### src/rtl/hazard_stall_controller.sv
// Stall/flush sequencer for the 5-stage pipeline: load-use and branch-operand
// stalls, taken-branch slot squash, multi-cycle MULT/DIV front-end freeze.
module hazard_stall_controller #(
  parameter int MD_LAT     = 4,
  parameter int DELAY_SLOT = 0,
  parameter int CNT_W      = 16
) (
  input  logic             clk,
  input  logic             reset,
  input  logic [4:0]       id_rs,
  input  logic [4:0]       id_rt,
  input  logic             id_uses_rt,
  input  logic             id_is_branch,
  input  logic             ex_mem_read,
  input  logic             ex_reg_write,
  input  logic [4:0]       ex_rd,
  input  logic             mem_mem_read,
  input  logic [4:0]       mem_rd,
  input  logic             branch_taken,
  input  logic             jump,
  input  logic             md_start,
  input  logic             clr_stats,
  output logic             pc_hold,
  output logic             ifid_hold,
  output logic             ifid_flush,
  output logic             idex_hold,
  output logic             idex_flush,
  output logic             exmem_flush,
  output logic             md_busy,
  output logic [CNT_W-1:0] stall_count
);

  localparam int CW = (MD_LAT > 2) ? $clog2(MD_LAT) : 1;
  localparam logic [CW-1:0] CNT_INIT = (MD_LAT > 2) ? CW'(MD_LAT - 2) : {CW{1'b0}};
  localparam logic MD_EN    = (MD_LAT > 1);
  localparam logic MD_LONG  = (MD_LAT > 2);
  localparam logic FLUSH_EN = (DELAY_SLOT == 0);

  typedef enum logic [0:0] {
    RUN     = 1'b0,
    MD_BUSY = 1'b1
  } state_t;

  state_t          state_r;
  state_t          state_s;
  logic [CW-1:0]   cnt_r;
  logic [CW-1:0]   cnt_s;
  logic            lu_s;
  logic            br1_s;
  logic            md_stall_s;
  logic            data_stall_s;
  logic            ctrl_flush_s;

  // r0 never carries a dependency, so a zero destination cannot match
  function automatic logic reg_match(input logic [4:0] rd, input logic [4:0] rs,
                                     input logic [4:0] rt, input logic uses_rt);
    return (rd != 5'd0) && ((rd == rs) || (uses_rt && (rd == rt)));
  endfunction

  // Hazard detection terms against the EX and MEM destinations
  always_comb begin
    lu_s  = ex_mem_read && reg_match(ex_rd, id_rs, id_rt, id_uses_rt);
    br1_s = id_is_branch &&
            ((ex_reg_write && !ex_mem_read && reg_match(ex_rd, id_rs, id_rt, id_uses_rt)) ||
             (mem_mem_read && reg_match(mem_rd, id_rs, id_rt, id_uses_rt)));
  end

  // FSM state and MULT/DIV remaining-cycle counter
  always_ff @(posedge clk or posedge reset) begin
    if (reset) begin
      state_r <= RUN;
      cnt_r   <= {CW{1'b0}};
    end else begin
      state_r <= state_s;
      cnt_r   <= cnt_s;
    end
  end

  // Next state and priority-encoded stall/flush decision (MD > data > control)
  always_comb begin
    state_s      = state_r;
    cnt_s        = cnt_r;
    md_stall_s   = 1'b0;
    data_stall_s = 1'b0;
    ctrl_flush_s = 1'b0;
    if (reset) begin
      state_s = RUN;
      cnt_s   = {CW{1'b0}};
    end else begin
      case (state_r)
        RUN: begin
          if (md_start && MD_EN) begin
            md_stall_s = 1'b1;
            if (MD_LONG) begin
              state_s = MD_BUSY;
              cnt_s   = CNT_INIT;
            end else begin
              state_s = RUN;
            end
          end else if (lu_s || br1_s) begin
            data_stall_s = 1'b1;
          end else if ((branch_taken || jump) && FLUSH_EN) begin
            ctrl_flush_s = 1'b1;
          end else begin
            ctrl_flush_s = 1'b0;
          end
        end
        MD_BUSY: begin
          md_stall_s = 1'b1;
          if (cnt_r == CW'(1)) begin
            state_s = RUN;
            cnt_s   = {CW{1'b0}};
          end else begin
            cnt_s = cnt_r - CW'(1);
          end
        end
        default: begin
          state_s = RUN;
          cnt_s   = {CW{1'b0}};
        end
      endcase
    end
  end

  // Output decode; every term is already zero while reset is high
  always_comb begin
    pc_hold     = md_stall_s | data_stall_s;
    ifid_hold   = md_stall_s | data_stall_s;
    idex_hold   = md_stall_s;
    exmem_flush = md_stall_s;
    md_busy     = md_stall_s;
    idex_flush  = data_stall_s;
    ifid_flush  = ctrl_flush_s;
  end

  // Saturating stall-cycle statistics counter; clear wins over increment
  always_ff @(posedge clk or posedge reset) begin
    if (reset) begin
      stall_count <= {CNT_W{1'b0}};
    end else if (clr_stats) begin
      stall_count <= {CNT_W{1'b0}};
    end else if (pc_hold && (stall_count != {CNT_W{1'b1}})) begin
      stall_count <= stall_count + CNT_W'(1);
    end else begin
      stall_count <= stall_count;
    end
  end

endmodule

### config.mk
export PLATFORM = sky130hd
export DESIGN_NAME = hazard_stall_controller
export DESIGN_NICKNAME = d
export VERILOG_FILES = /design/src/rtl/hazard_stall_controller.sv
export SDC_FILE = /design/constraint.sdc
export NUM_CORES = 1
export LEC_CHECK = 0
export CORE_UTILIZATION = 55
export CTS_BUF_LIST = sky130_fd_sc_hd__clkbuf_16
export CTS_CLUSTER_SIZE = 24
export DETAILED_ROUTE_END_ITERATION = 8
export DONT_BUFFER_PORTS = 1
export MAX_ROUTING_LAYER = met4
export PLACE_DENSITY = 0.84
export SETUP_SLACK_MARGIN = 0.4
export SYNTH_ARGS = -nofsm -noshare
export SYNTH_HDL_FRONTEND = slang
export SYNTH_SLANG_ARGS = --single-unit
### constraint.sdc
create_clock -name clk -period 2 [get_ports clk]
set_input_delay 0.2 -clock clk [delete_from_list [all_inputs] [get_ports clk]]
set_output_delay 0.2 -clock clk [all_outputs]
set_load 0.01 [all_outputs]
=== Word-level counts from Yosys, hierarchy flattened ===
Cells that the tools add are included.

* Memories kept: 0
* Logic and storage cells: 54
* Input port bits: 31
* Bits in read-only memories: 0
* Memory bits (writable): 0
* Output and inout bits: 23
* Bits in latches: 0
* Register bits: 19

* Equality and inequality tests: 7
* Multipliers: 0
* Reduce and logical (&&, ||, !) cells: 19
* Muxes and demuxes: 21
* Div/mod/pow operators: 0
* Add/subtract/negate cells: 2
* Magnitude comparators: 0
* Bitwise logic cells: 2
* Shifts and indexed selects: 0

{| class="wikitable"
|+ Operators with widths
! cell !! number
|-
| $mux 16 || 2
|-
| $eq 5x5->1 || 4
|-
| $add 16x1->16 const B || 1
|-
| $ne 16x16->1 const B || 1
|-
| $mux 1 || 13
|-
| $logic_and 1x1->1 || 10
|-
| $reduce_bool 5->1 || 2
|-
| $mux 2 || 3
|-
| $logic_or 1x1->1 || 5
|-
| $pmux 1 s2 || 2
|-
| $pmux 2 s2 || 1
|-
| $ne 3x3->1 const B || 1
|-
| $eq 2x1->1 const B || 1
|-
| $reduce_bool 2->1 || 1
|-
| $sub 2x1->2 const B || 1
|-
| $logic_not 1->1 || 1
|-
| $not 1->1 || 1
|-
| $or 1x1->1 || 1
|}

=== Depth between registers and ports, before layout ===
* Depth in word-level cells: 16
* Mapped depth: 8

=== Worst setup path before layout ===
OpenSTA, ideal clock, no wires.

* Kind: register to register
* From: reg stall_count[8]
* To: reg stall_count[14]
* Clock period less this slack: 2.104 ns
* Path buffers: 1
* Path slack: -0.104 ns
* Setup time: 0.077 ns
* Data arrival time: 2.027 ns
* Data required time: 1.923 ns
* Cell stages (with the launch flop): 8
* Cells stage by stage: dfrtp_1 > and4_1 > and2_4 > buf_6 > a311o_1 > or3_1 > or3_1 > a21oi_1

* Longest elaborated chain between the ends: 3
* Elaborated cells on any way between the ends: 6
* Those cells by class: add/sub (1); eq/ne (1); mux (2); reduce/logical (2)

{| class="wikitable"
|+ RTL lines
! what !! line !! RTL
|-
| from (decl) || 30 || <nowiki>output logic [CNT_W-1:0] stall_count</nowiki>
|-
| from (signal assigned) || 139 || <nowiki>stall_count <= {CNT_W{1'b0}};</nowiki>
|-
| from (signal assigned) || 141 || <nowiki>stall_count <= {CNT_W{1'b0}};</nowiki>
|-
| from (signal assigned) || 143 || <nowiki>stall_count <= stall_count + CNT_W'(1);</nowiki>
|-
| $add 16x1->16 or $ne 16x16->1 (tied branches) || 143, 142 ||
|-
| $mux 16 or $logic_and 1x1->1 (tied branches) || 142 || <nowiki>end else if (pc_hold && (stall_count != {CNT_W{1'b1}})) begin</nowiki>
|-
| $mux 16 or $reduce_bool 2->1 (tied branches) || - ||
|}

Several ways; a longest one is shown, not always the timed one. The select of a mux whose other input is x is not followed.
A chain may end at the register's enable or synchronous reset.

=== Worst setup path in the final report ===
* From: reg stall_count[1]
* To: reg stall_count[14]

Same word-level chain as after synthesis.

==> reports/qor.yml <==
status: "complete, but fails checks"
violations: "hold timing, setup timing"
stdcell_count: 231
synth_area_um2: 1410
grt_max_degree: 17
path_clk_slew_ns: 0.06
grtUsageTotal: 0.332
dp_slack_ns: -0.00761
antenna_found_initial: 0
crit_path_start_kind: "flop"
layout.nets: 235
drc: 0
p_per_area_nw_per_um2: 515
overflow: 0
tightestPinTransition_ns: 0.499
core-area_um2: 2450
crit_required_ns: 2.19
antenna_cells: 0
grt_pass1_wl_um: 6490
wl_met3_um: 402
finalHoldViolCount: 2
die-area_um2: 2780
power.internal_uw: 778
routed-wl-met2_um: 2520
min_period_ns: 2.02
slew_viol_final: 0
fmax_mhz: 495
die_w_um: 52.7
post-route-period-util: 1.01
cp_slowest_stage_delay_ns: 0.39
ys_warn_count: 0
holdWs_ns: -0.00948
rsz0062_at_grt: "true"
tritoncts: "built"
vias: 1547
port_buffers: 0
arrival_ns: 2.21
cp_slowest_cell: "dfrtp_2"
placedCellCount: 206
cp_cell_sequence: "ha_4 > and2_4 > nand2_1 > a311o_1 > or3_1 > or3_1 > a21oi_2"
peakVddDrop_mv: 0.562
synth-seq-area-share: 0.337
final_cell_mix: "buf_4 (31), xnor2_1 (20), dfrtp_1 (17)"
hp-class: "in2reg"
dp.final_hpwl_um: 2630
synth_seq_cells: 19
synth_top_cell_by_area: "dfrtp_1"
finalSetupViolations: 2
htreeDepth: 1
gp_congestion: 0.710
async_flop_share: 1.00
clockBufferDepth: 2
drt_iter0_markers: 56
ant_nets: 0
layout_commonest_cell: "buf_4"
synth_ff_type: "dfrtp_1"
switching_power_uw: 275
synthDistinctLibCells: 40
avgSynthCellArea_um2: 8.61
ys_top_cells_by_area: "dfrtp_1 (34%), xnor2_1 (12%), a21oi_1 (5.0%)"
wl_met1_um: 1830
grt_pass1_vias: 1452
crit_path_end_kind: "flop"
setup_ws_ns: -0.0214
wl_per_cell_um: 21.0
syn-num-nets: 197
avgViaCountPerCell: 6.70
path_max_fanout: 3
clk_latency_ns: 0.26
power.share.clock: 0.404
start_util: 0.575
clock-sinks: 19
highest_layer: "met4"
crit_type: "reg2reg"
comb_power_share: 0.216
max_cap_viol_count: 0
crit_path_frequent_cell: "or3_1"
drive_above_1_share: 0.368
p_sw_frac: 0.261
synthCells: 164
synth_edf_count: 0
areaGrowthSynthToFinish_pct: 44.9
num_io_pins: 54
p_leak_nw: 0.785
finalClockSkew_ns: 0.00492
synth_top_cell_area_share: 0.337
drt_wl_total_um: 4860
p_seq_frac: 0.379
cts_buffers: 3
die_h_um: 52.7
slew_headroom: 0.667
rows: 18
ctsRootBufferMaster: "clkbuf_16"
first_pass_iters: 6
layer usage:
| metal | GRT usage | vias up |
|---|---|---|
| met3 | 0.0783 | 15 |
| met4 | 0.140 | 0 |
| met1 | 0.384 | 748 |
| li1 | - | 688 |
| met2 | 0.549 | 96 |
| met5 | - | - |
worst max-delay path, delay by kind of cell (launching register included):
family	cells	cell delay (ns)
compound gates	2	0.49
flops	1	0.39
fa+ha+maj	1	0.16
simple gates	4	0.91
cell type report:
class                   instances  area [um2]
clock buffers                   3        75.1
clock inverters                 1        7.51
well taps                      30        37.5
flip-flops and latches         19         478
multi-input cells             132        1030
inverters                       3        11.3
repair buffers                 43         404
fillers                       144         408
sequential cells by signal, summed over array words and instances, names as in the netlist:
| signal | count |
|---|---|
| cnt_r | 2 |
| state_r | 1 |
| stall_count | 16 |
kinds of logic (layout without fill, tap and decap cells):
logic type	Yosys count	count (layout)	synth area share
buffers and inverters	13	50	0.0514
and+or+nand+nor	65	65	0.254
AOI/OAI and AO/OA	43	43	0.201
DFF	19	19	0.337
xor gates and xnor gates	20	20	0.124
muxes	2	2	0.0151
adders and majority gates	2	2	0.0177
metrics by stage:
stage                util  TNS [ns]  total power, mW  cell area (um2)
floorplan               -    -0.103            0.534             1470
global route        0.834    -0.221             1.09             2050
detailed placement  0.653  -0.00761            0.557             1600
global placement    0.653         0            0.550             1600
CTS                 0.766         0             1.02             1880
finish              0.834   -0.0349             1.05             2050
repair_timing:
item	in CTS	in global routing
hold buffers	4	1
cloned	1	1
pin swaps	15	12
buffers inserted	9	5
resized for setup	10	23
setup endpoints to repair	18	20
hold endpoints to repair	8	5
power by group through the flow:
stage | Sequential (mW) | Combinational (mW) | Clock, mW
floorplan | 0.410 | 0.124 | 0
global placement | 0.406 | 0.144 | 0
detailed placement | 0.407 | 0.150 | 0
CTS | 0.400 | 0.190 | 0.429
global route | 0.400 | 0.243 | 0.446
finish | 0.400 | 0.228 | 0.426
worst paths after layout:
kind / from / to / slack (ns) / cells after the start
worst max-delay path: stall_count[1] / stall_count[14] / -0.02 / 7
worst min-delay path: clr_stats / stall_count[8] / -0.009 / 1
worst max register to register: stall_count[1] / stall_count[14] / -0.02 / 7
worst min register to register: cnt_r[0] / cnt_r[0] / 0.62 / 2
max in group asynchronous: reset / stall_count[0] / 1.19 / 3
min in group asynchronous: reset / cnt_r[1] / 0.31 / 2
synth_stat cells, types with 3 or more instances:
master    count
a21oi_1      14
nand3_1      10
and4_1        3
nor2_1       10
nand4_1       5
nor4_1        4
nor3_1        3
o21ai_0       9
o31a_1        3
o31ai_1       3
dfrtp_1      19
o21a_1        3
buf_4         4
xnor2_1      20
or4_1         3
inv_1         3
or3_1        11
clkbuf_1      4
nand2_1       9
No activity file was read; power rests on OpenSTA's default activity.
